$ cat config.mk
export PLATFORM = sky130hd
export DESIGN_NAME = lfsr_gen
export DESIGN_NICKNAME = d
export VERILOG_FILES = /design/src/rtl/lfsr_gen.sv
export SDC_FILE = /design/constraint.sdc
export NUM_CORES = 1
export LEC_CHECK = 0
export ABC_CLOCK_PERIOD_IN_PS = 2700
export CORE_MARGIN = 4
export CORE_UTILIZATION = 51
export DETAILED_ROUTE_END_ITERATION = 12
export GPL_TIMING_DRIVEN = 1
export PLACE_DENSITY = 0.76
export RECOVER_POWER = 50
export SYNTH_ARGS = -nofsm -noshare
export SYNTH_HDL_FRONTEND = slang
export SYNTH_SLANG_ARGS = --single-unit
$ cat constraint.sdc
create_clock -name clk -period 2.7 [get_ports clk]
set_clock_uncertainty 0.15 [all_clocks]
set_input_delay 0.675 -clock clk [delete_from_list [all_inputs] [get_ports clk]]
set_output_delay 0.675 -clock clk [all_outputs]
set_load 0.02 [all_outputs]
$ cat src/rtl/lfsr_gen.sv
// rtl/lfsr_gen.sv - parametrised Galois/Fibonacci LFSR with seed load, multi-step, lock-up guard and wrap detect
//
// Ports:
//   clk      rising-edge clock
//   rst      asynchronous active-low reset
//   load     capture seed this cycle (wins over en)
//   seed     seed value; a zero seed is replaced by RESET_SEED
//   en       advance STEPS single shifts this cycle
//   mode     0 = Galois, 1 = Fibonacci
//   state    current LFSR register
//   step_cnt single shifts since last load/reset/wrap
//   wrap     one-cycle pulse: state returned to the reference seed
//   lockup   one-cycle pulse: all-zero state detected and replaced

module lfsr_gen #(
    parameter int              WIDTH      = 16,
    parameter logic [WIDTH-1:0] POLY       = 16'hB400,
    parameter int              STEPS      = 1,
    parameter logic [WIDTH-1:0] RESET_SEED = 16'hACE1
) (
    input  logic             clk,
    input  logic             rst,
    input  logic             load,
    input  logic [WIDTH-1:0] seed,
    input  logic             en,
    input  logic             mode,
    output logic [WIDTH-1:0] state,
    output logic [WIDTH-1:0] step_cnt,
    output logic             wrap,
    output logic             lockup
);

    // Fibonacci tap mask is the Galois mask mirrored end to end.
    function automatic logic [WIDTH-1:0] bit_rev(input logic [WIDTH-1:0] v);
        logic [WIDTH-1:0] r;
        r = '0;
        for (int i = 0; i < WIDTH; i++) begin
            r[i] = v[WIDTH-1-i];
        end
        return r;
    endfunction

    localparam logic [WIDTH-1:0] FMASK = bit_rev(POLY);

    function automatic logic [WIDTH-1:0] shift1(input logic [WIDTH-1:0] s, input logic m);
        logic [WIDTH-1:0] n;
        logic             fb;
        if (m) begin
            fb = ^(s & FMASK);
            n  = (s >> 1) | ({{(WIDTH-1){1'b0}}, fb} << (WIDTH-1));
        end else begin
            n  = (s >> 1) ^ (s[0] ? POLY : '0);
        end
        return n;
    endfunction

    logic [WIDTH-1:0] ref_seed;
    logic [WIDTH-1:0] stepped;
    logic [WIDTH-1:0] state_d;
    logic [WIDTH-1:0] ref_d;
    logic [WIDTH-1:0] cnt_d;
    logic             wrap_d;
    logic             lockup_d;

    // All STEPS shifts are chained in one combinational cone and
    // registered once, so only the post-step state is ever compared.
    always_comb begin
        stepped = state;
        for (int i = 0; i < STEPS; i++) begin
            stepped = shift1(stepped, mode);
        end
    end

    always_comb begin
        state_d  = state;
        ref_d    = ref_seed;
        cnt_d    = step_cnt;
        wrap_d   = 1'b0;
        lockup_d = 1'b0;
        if (load) begin
            cnt_d = '0;
            if (seed == '0) begin
                state_d  = RESET_SEED;
                ref_d    = RESET_SEED;
                lockup_d = 1'b1;
            end else begin
                state_d = seed;
                ref_d   = seed;
            end
        end else if (en) begin
            if (stepped == '0) begin
                // Only reachable with a non-primitive POLY.
                state_d  = RESET_SEED;
                cnt_d    = '0;
                lockup_d = 1'b1;
            end else if (stepped == ref_seed) begin
                state_d = stepped;
                cnt_d   = '0;
                wrap_d  = 1'b1;
            end else begin
                state_d = stepped;
                cnt_d   = step_cnt + WIDTH'(STEPS);
            end
        end
    end

    always_ff @(posedge clk or negedge rst) begin
        if (!rst) begin
            state    <= RESET_SEED;
            ref_seed <= RESET_SEED;
            step_cnt <= '0;
            wrap     <= 1'b0;
            lockup   <= 1'b0;
        end else begin
            state    <= state_d;
            ref_seed <= ref_d;
            step_cnt <= cnt_d;
            wrap     <= wrap_d;
            lockup   <= lockup_d;
        end
    end

endmodule

==> reports/results.txt, run 1 <==
cell area after layout -> 0.00351 mm²
Worst EP required -> 2740 ps
MaxCap Viol Count -> 0
largest net degree at the start of global routing -> 29
Crit. Startpoint -> mode
leakage -> 1.52 nW
final hold violation count -> 0
share of layout cells above drive strength 1 -> 16.0%
Slew HR -> 3.04%
drt initial violations -> 163
Die W -> 80.3 µm
Clock Sinks -> 50
initial core utilization -> 52.5%
Core Region -> 0.00507 mm²
antenna cell count -> 0
Remaining DRCs -> 0
Clock Path Buffers -> 2
grt ovf -> 0
YS warnings -> 0
synthesized area -> 0.00266 mm²
initial antenna violation count -> 0
Tightest Pin Transition -> 1450 ps
Post-DP HPWL -> 4.98 mm
number of global-route vias before repair -> 2225
hold_buf cts -> 0
Post-DRT Antenna Nets -> 0
cells after synthesis -> 267
port buffer count -> 54
power density cells -> 496 mW/mm²
final WL -> 6.59 mm
CTS tree -> built
hold wc startpoint -> step_cnt[13]
Post-synth ARST share -> 100%
DR WL/cell -> 16.0 µm
nets@finish -> 364
Routability Congestion -> 0.856
post-synthesis register bit count -> 50
area leader, netlist -> dfrtp_1
CP Max Fanout -> 8
synthesized net count -> 289
die span in y -> 80.3 µm
RR Startpoint -> state[11]
Clock transition at path regs -> 90 ps
synth-to-layout area growth -> 32.0%
Max Clk Rate -> 388 MHz
post-synth top area share -> 32.0%
Max rail drop VDD -> 0.320 mV
Die Area -> 0.00644 mm²
Core Rows -> 26
Most used DFF post-synth -> dfrtp_1
min-delay worst type -> reg -> reg
gr usage total -> 22.1%
number of setup buffers added after CTS -> 0
Post-synth EDFFs -> 0
Final period util -> 95.5%
Commonest cells post-synth -> 34 x dfrtp_1, 23 x nand2_1, 23 x nor2_1, 21 x o21ai_0, 20 x mux2i_1
clock latency on the worst-skew pair -> 300 ps
Tmin final -> 2580 ps
CTS root buf -> clkbuf_8
via-per-instance ratio -> 5.54
most frequent cell after synthesis -> dfrtp_1
sequential area share after synthesis -> 47.7%
Max Slew Vio Count -> 0
Placement Cell Area -> 0.00344 mm²
First-pass DRT Iterations -> 4
Worst Setup Start Kind -> input pin
critical path class -> in -> reg
CTS resizes -> 2
DP Worst Slack -> -526 ps
Num CTS Buffers -> 5
data arrival time of the critical path -> 2620 ps
synth top area cells -> dfrtp_1 32%, dfstp_2 16%, mux2i_1 7.5%, xnor2_1 5.6%, o21ai_0 3.9%
status -> finished clean
Crit. End Element -> flip-flop
Final setup violation count -> 0
total number of vias -> 2286
synthesized area per cell -> 9.97 µm²
I/O pin total -> 55
H-Tree Depth -> 2
RSZ-0062 raised after global routing -> no
first-pass GRT wire length -> 11.0 mm
Synth cell types -> 42
PnR worst setup slack -> 122 ps
-- routing by layer --
layer / global-route usage (%) / vias to the layer above / wire (µm)
li1: - / 1099 / -
met1: 31.4 / 1117 / 3010
met2: 35.0 / 65 / 3180
met3: 4.15 / 5 / 351
met4: 4.73 / 0 / 51
met5: 0 / - / 0
-- logic make-up after synthesis --
group / count (synthesis) / synth area share (%)
muxes: 21 / 7.94
DFF: 50 / 47.7
xor gates and xnor gates: 21 / 7.47
AOI/OAI and AO/OA: 54 / 13.2
adders and majority gates: 1 / 0.470
buffers and inverters: 23 / 4.37
and+or+nand+nor: 97 / 18.8
-- final timing paths --
path	endpoint	slack, ps	cells past startpoint
setup / recovery	step_cnt[3]	120	8
hold / removal	step_cnt[13]	360	1
setup reg to reg	step_cnt[3]	130	7
hold reg to reg	step_cnt[13]	360	1
max in group asynchronous	state[6]	570	2
min in group asynchronous	step_cnt[12]	540	1
-- registers in the layout, summed over array words and instances, names as in the netlist --
register / cells
ref_seed: 16
state: 16
step_cnt: 16
lockup: 1
wrap: 1
-- worst max-delay path, cell delays in order --
cell and delay [ps]:
dlygate4sd2_1 280, nor2b_4 60, or4_4 550, a2111oi_4 390, a211oi_4 170, buf_4 180, a21o_1 150, a22o_1 170
-- placed cells by master, fill, tap and decap left out, types with 5 or more instances in the layout --
cell type,netlist,final
nor2_1,23,23
o21ai_0,21,21
and3_1,7,7
nand3_1,12,12
xnor2_1,17,17
nor4_1,8,8
dfstp_2,16,16
buf_4,0,23
dfrtp_1,34,34
a21oi_1,9,9
a22o_1,5,5
o22ai_1,6,6
mux2i_1,20,20
nand2_1,23,23
clkbuf_8,0,6
inv_1,11,11
nand4_1,8,8
clkdlybuf4s50_1,0,50
-- stage by stage --
step | setup TNS [ps] | instances | power (mW) | hold WS (ps) | utilization (%)
CTS | 0 | 413 | 1.76 | 253 | 69.6
global placement | -6750 | 405 | 1.30 | 331 | 67.7
detailed placement | -7540 | 405 | 1.30 | 352 | 67.7
floorplan | 0 | 267 | 1.11 | 229 | -
global route | 0 | 413 | 1.83 | 395 | 69.2
finish | 0 | 413 | 1.74 | 356 | 69.2
-- power breakdown --
part	switching (mW)	total, mW	internal, mW	leakage, nW
logic	0.203	0.409	0.206	0.860
registers	0.0622	0.882	0.820	0.612
clock network	0.244	0.452	0.207	0.0482
-- area by class of cell --
class	instances	area, µm²
tap	70	87.6
sequential	50	1270
clock inverter	1	5.00
fill	431	1560
multi-input combinational	194	1290
inverter	11	41.3
timing repair buffer	80	734
clock buffer	7	86.3
(Power assumes the default switching activity.)
==> run 2, diff against run 1 <==
--- a/config.mk
+++ b/config.mk
@@ -6,7 +6,7 @@
 export NUM_CORES = 1
 export LEC_CHECK = 0
 export ABC_CLOCK_PERIOD_IN_PS = 2700
-export CORE_MARGIN = 4
+export CORE_ASPECT_RATIO = 0.75
 export CORE_UTILIZATION = 51
 export DETAILED_ROUTE_END_ITERATION = 12
 export GPL_TIMING_DRIVEN = 1
==> reports/results.txt, run 2 (synthesized netlist as in run 1, its figures left out) <==
status -> finished clean (unchanged)
total number of vias -> 2291 (was 2286)
CTS root buf -> clkbuf_8 (unchanged)
critical path class -> in -> reg (unchanged)
most common cell after layout, fill and taps aside -> clkdlybuf4s50_1 (unchanged)
Clock Sinks -> 50 (unchanged)
First-pass DRT Iterations -> 4 (unchanged)
Num CTS Buffers -> 5 (unchanged)
most frequent cells in the layout -> 50 x clkdlybuf4s50_1, 34 x dfrtp_1, 23 x nor2_1, 23 x nand2_1, 23 x buf_4 (unchanged)
Core Rows -> 22 (was 26)
Final setup violation count -> 0 (unchanged)
largest registers -> ref_seed: 16 flops, state: 16 flops, step_cnt: 16 flops (unchanged)
initial core utilization -> 53.7% (was 52.5%)
Post-DP HPWL -> 4.95 mm (was 4.98 mm)
final WL -> 6.71 mm (was 6.59 mm)
Clock transition at path regs -> 90 ps (about the same)
Worst EP required -> 2750 ps (was 2740 ps)
Core Region -> 0.00495 mm² (was 0.00507 mm²)
I/O pin total -> 55 (unchanged)
min-delay worst type -> reg -> reg (unchanged)
hold endpoint -> step_cnt[13] (unchanged)
largest net degree at the start of global routing -> 33 (was 29)
Reg2Reg Setup Slack -> 150 ps (was 130 ps)
Max Slew Vio Count -> 0 (unchanged)
final hold violation count -> 0 (unchanged)
Routability Congestion -> 0.914 (was 0.856)
clock latency on the worst-skew pair -> 310 ps (was 300 ps)
Die W -> 85.4 µm (was 80.3 µm)
RR Startpoint -> state[13] (was state[11])
CP bufs+invs -> 2 (unchanged)
power density cells -> 500 mW/mm² (was 496 mW/mm²)
Crit. End Element -> flip-flop (unchanged)
grt ovf -> 0 (unchanged)
RSZ-0062 raised after global routing -> no (unchanged)
Placement Cell Area -> 0.00342 mm² (was 0.00344 mm²)
DR WL/cell -> 16.6 µm (was 16.0 µm)
H-Tree Depth -> 2 (unchanged)
nets@finish -> 364 (unchanged)
CP Cell Sequence -> dlygate4sd2_1 -> nor2b_4 -> or4_4 -> a2111oi_4 -> a211oi_4 -> buf_4 -> a21o_1 -> a22o_1 (unchanged)
data arrival time of the critical path -> 2610 ps (was 2620 ps)
gr usage total -> 26.5% (was 22.1%)
Fin Setup TNS -> 0 ps (unchanged)
number of setup buffers added after CTS -> 0 (unchanged)
Tmin final -> 2560 ps (was 2580 ps)
drt initial violations -> 214 (was 163)
cell depth of the worst hold path -> 1 (unchanged)
Slew HR -> 11.3% (was 3.04%)
leakage -> 1.52 nW (about the same)
cell area after layout -> 0.00350 mm² (was 0.00351 mm²)
CP Max Fanout -> 10 (was 8)
Tightest Pin Transition -> 1330 ps (was 1450 ps)
Worst path depth -> 8 (unchanged)
Remaining DRCs -> 0 (unchanged)
initial antenna violation count -> 0 (unchanged)
cell family with most CP delay -> compound AO/OA/AOI/OAI gates (unchanged)
worst r2r dst -> step_cnt[3] (unchanged)
first-pass GRT wire length -> 11.1 mm (was 11.0 mm)
hold wc startpoint -> step_cnt[13] (unchanged)
Max Clk Rate -> 391 MHz (was 388 MHz)
placed instance count -> 395 (was 405)
FILL cells -> 357 (was 431)
Most Crowded Layer GR -> met1 (was met2)
CP peak stage delay -> 550 ps (about the same)
share of layout cells above drive strength 1 -> 16.3% (was 16.0%)
number of global-route vias before repair -> 2202 (was 2225)
Max rail drop VDD -> 0.414 mV (was 0.320 mV)
met1 Track Usage GR -> 39.8% (was 31.4%)
Post-DRT Antenna Nets -> 0 (unchanged)
CP max stage cell -> or4_4 (unchanged)
CTS tree -> built (unchanged)
grt met2 use -> 38.6% (was 35.0%)
Die Area -> 0.00552 mm² (was 0.00644 mm²)
global routing usage on met3 -> 4.84% (was 4.15%)
Clock Path Buffers -> 2 (unchanged)
cell count of the worst reg-to-reg path -> 7 (unchanged)
Non-Filler Instances -> 403 (was 413)
Final period util -> 94.8% (was 95.5%)
Worst Setup Start Kind -> input pin (unchanged)
die span in y -> 64.6 µm (was 80.3 µm)
port buffer count -> 54 (unchanged)
MaxCap Viol Count -> 0 (unchanged)
synth-to-layout area growth -> 31.5% (was 32.0%)
via-per-instance ratio -> 5.68 (was 5.54)
antenna cell count -> 0 (unchanged)
[run 2: worst register-to-register path, stage by stage (launching register included)]
cell       delay [ps]
dfstp_2           600
xor2_1            140
or4_4             520
a2111oi_4         370
a211oi_4          150
buf_4             200
a21o_1            160
a22o_1            170
[run 2: per-stage QoR]
step                util, %  power, mW  hold slack, ps  setup WS (ps)
floorplan                 -       1.11             229           51.5
global placement       69.1       1.30             335           -463
detailed placement     69.1       1.31             357           -493
CTS                    71.1       1.76             225            143
global route           70.7       1.82             387           39.3
finish                 70.7       1.75             359            140
[run 2: area by class of cell]
class	instances	area (µm²)	area share (%)
Clock buffer	7	86.3	2.47
Sequential cell	50	1270	36.3
Clock inverter	1	5.00	0.143
Tap cell	60	75.1	2.14
Timing Repair Buffer	80	736	21.0
Multi-Input combinational cell	194	1290	36.8
Inverter	11	41.3	1.18
[run 2: layer usage]
layer	part of all wire [%]	up-vias	routed length [µm]
met5	0	-	0
met3	5.8	11	388
li1	-	1101	-
met2	43	71	2890
met1	49	1108	3320
met4	1.7	0	112
[run 2: worst max-delay path by stage]
stage                    from          end  slack (ps)
floorplan                mode  step_cnt[0]          50
global placement         mode  step_cnt[3]        -460
detailed placement       mode  step_cnt[5]        -490
CTS                      mode  step_cnt[5]         140
global route        state[13]  step_cnt[5]          40
finish                   mode  step_cnt[3]         140
[run 2: report_power, final]
group          switching (mW)  total [mW]  internal (mW)
Sequential             0.0656       0.886          0.820
Combinational           0.206       0.412          0.206
Clock                   0.246       0.453          0.207
Total                   0.518        1.75           1.23
[run 2: repair_timing]
| item | 4_1_cts | 5_1_grt |
|---|---|---|
| resized for setup | 2 | 1 |
| pin swaps | 1 | 0 |
| hold buffers | 0 | 0 |
| setup endpoints to repair | 16 | 1 |
==> run 3, diff against run 2 <==
--- a/config.mk
+++ b/config.mk
@@ -9,9 +9,10 @@
 export CORE_ASPECT_RATIO = 0.75
 export CORE_UTILIZATION = 51
 export DETAILED_ROUTE_END_ITERATION = 12
-export GPL_TIMING_DRIVEN = 1
+export GPL_TIMING_DRIVEN = 0
 export PLACE_DENSITY = 0.76
 export RECOVER_POWER = 50
+export SLEW_MARGIN = 0
 export SYNTH_ARGS = -nofsm -noshare
 export SYNTH_HDL_FRONTEND = slang
 export SYNTH_SLANG_ARGS = --single-unit
==> reports/results.txt, run 3 (synthesized netlist as in run 1, its figures left out) <==
Crit. End Element -> flip-flop (unchanged)
CP Cell Sequence -> clkbuf_4 -> nor2b_4 -> buf_6 -> or4_4 -> a2111oi_4 -> a211oi_2 -> buf_6 -> buf_6 -> mux2_2 (was dlygate4sd2_1 -> nor2b_4 -> or4_4 -> a2111oi_4 -> a211oi_4 -> buf_4 -> a21o_1 -> a22o_1)
Post-DRT Antenna Nets -> 0 (unchanged)
RSZ-0062 raised after global routing -> no (unchanged)
Clock transition at path regs -> 90 ps (about the same)
Max Clk Rate -> 379 MHz (was 391 MHz)
Tightest Pin Transition -> 1260 ps (was 1330 ps)
most frequent cell on the critical path -> buf_6
Final setup violation count -> 0 (unchanged)
largest registers -> ref_seed: 16 flops, state: 16 flops, step_cnt: 16 flops (unchanged)
CP Max Fanout -> 10 (unchanged)
leakage -> 1.49 nW (was 1.52 nW)
total number of vias -> 2357 (was 2291)
Max rail drop VDD -> 0.397 mV (was 0.414 mV)
cell area after layout -> 0.00344 mm² (was 0.00350 mm²)
CTS tree -> built (unchanged)
most common cell after layout, fill and taps aside -> clkdlybuf4s50_1 (unchanged)
CP bufs+invs -> 4 (was 2)
nets@finish -> 353 (was 364)
Core Region -> 0.00495 mm² (unchanged)
Clock Sinks -> 50 (unchanged)
initial core utilization -> 53.7% (unchanged)
final WL -> 6.76 mm (was 6.71 mm)
status -> finished clean (unchanged)
first-pass GRT wire length -> 11.0 mm (was 11.1 mm)
Slew HR -> 15.9% (was 11.3%)
Num CTS Buffers -> 5 (unchanged)
MaxCap Viol Count -> 0 (unchanged)
H-Tree Depth -> 2 (unchanged)
CP max stage cell -> or4_4 (unchanged)
Post-DP HPWL -> 5.02 mm (was 4.95 mm)
CTS root buf -> clkbuf_8 (unchanged)
clock latency on the worst-skew pair -> 300 ps (was 310 ps)
share of layout cells above drive strength 1 -> 13.0% (was 16.3%)
cell family with most CP delay -> simple AND/OR/NAND/NOR gates (was compound AO/OA/AOI/OAI gates)
placed instance count -> 382 (was 395)
power density cells -> 524 mW/mm² (was 500 mW/mm²)
Non-Filler Instances -> 392 (was 403)
port buffer count -> 54 (unchanged)
CP peak stage delay -> 560 ps (was 550 ps)
worst hold slack -> 349 ps (was 359 ps)
initial antenna violation count -> 0 (unchanged)
drt initial violations -> 205 (was 214)
synth-to-layout area growth -> 29.1% (was 31.5%)
largest net degree at the start of global routing -> 28 (was 33)
Fin Setup TNS -> 0 ps (unchanged)
most frequent cells in the layout -> 37 x clkdlybuf4s50_1, 34 x dfrtp_1, 23 x nor2_1, 23 x nand2_1, 21 x o21ai_0 (was 50 x clkdlybuf4s50_1, 34 x dfrtp_1, 23 x nor2_1, 23 x nand2_1, 23 x buf_4)
critical path class -> in -> reg (unchanged)
number of global-route vias before repair -> 2178 (was 2202)
final hold violation count -> 0 (unchanged)
Tmin final -> 2640 ps (was 2560 ps)
Die Area -> 0.00552 mm² (unchanged)
DR WL/cell -> 17.2 µm (was 16.6 µm)
antenna cell count -> 0 (unchanged)
Remaining DRCs -> 0 (unchanged)
Max Slew Vio Count -> 0 (unchanged)
Core Rows -> 22 (unchanged)
Placement Cell Area -> 0.00329 mm² (was 0.00342 mm²)
data arrival time of the critical path -> 2680 ps (was 2610 ps)
Routability Congestion -> 0.913 (was 0.914)
via-per-instance ratio -> 6.01 (was 5.68)
die span in y -> 64.6 µm (unchanged)
Clock Path Buffers -> 2 (unchanged)
Worst Setup Start Kind -> input pin (unchanged)
gr usage total -> 26.0% (was 26.5%)
I/O pin total -> 55 (unchanged)
Worst EP required -> 2740 ps (was 2750 ps)
Final period util -> 97.7% (was 94.8%)
min-delay worst type -> reg -> reg (unchanged)
First-pass DRT Iterations -> 5 (was 4)
Die W -> 85.4 µm (unchanged)
grt ovf -> 0 (unchanged)
[run 3: cell types whose count changed in the layout (fill, tap and decap cells not counted), moves of 4 or more]
cell and delta:
clkdlybuf4s50_1 -13, buf_4 -21, dlygate4sd3_1 +13, buf_1 +4, buf_6 +4
[run 3: cell type report]
type                    count  area, µm²
clock buffers               6       72.6
well taps                  60       75.1
fillers                   389       1520
inverters                  11       41.3
repair buffers             58        557
plain buffers              11       71.3
flip-flops and latches     50       1270
multi-input cells         194       1310
clock inverters             2       37.5
[run 3: worst paths after layout]
path                         startpoint      endpoint  slack [ps]  cells after the start
max reg2reg                   state[11]   step_cnt[0]          80                      7
max                                mode   step_cnt[0]          60                      9
max in group asynchronous           rst      state[9]         650                      2
min in group asynchronous           rst   ref_seed[8]         470                      1
min                        step_cnt[14]  step_cnt[14]         350                      1
min reg2reg                step_cnt[14]  step_cnt[14]         350                      1
[run 3: timing repair]
action                                  in CTS  in global routing
setup buffers                                0                  2
endpoints found under the setup margin      18                 11
hold buffers                                 0                  0
pin swaps                                    2                  2
gates resized for setup                      7                  5
cloned                                       0                  1
[run 3: power by group]
part / internal [mW] / switching [mW]
Clock: 0.277 / 0.247
Combinational: 0.190 / 0.198
Sequential: 0.820 / 0.0700
[run 3: per-stage QoR]
stage          power [mW]  util, %  worst slack, ps
5_1_grt              1.88     69.4             10.8
3_5_place_dp         1.28     66.5             -736
6_report             1.80     69.4             62.5
3_3_place_gp         1.27     66.2             -720
2_1_floorplan        1.11        -             51.5
4_1_cts              1.81     69.2             17.9
[run 3: per-layer routing]
metal / share of wire, % / GRT usage (%)
met1: 48 / 39.4
met2: 43 / 37.9
met3: 7.5 / 4.97
met4: 1.3 / 6.88
met5: 0 / 0
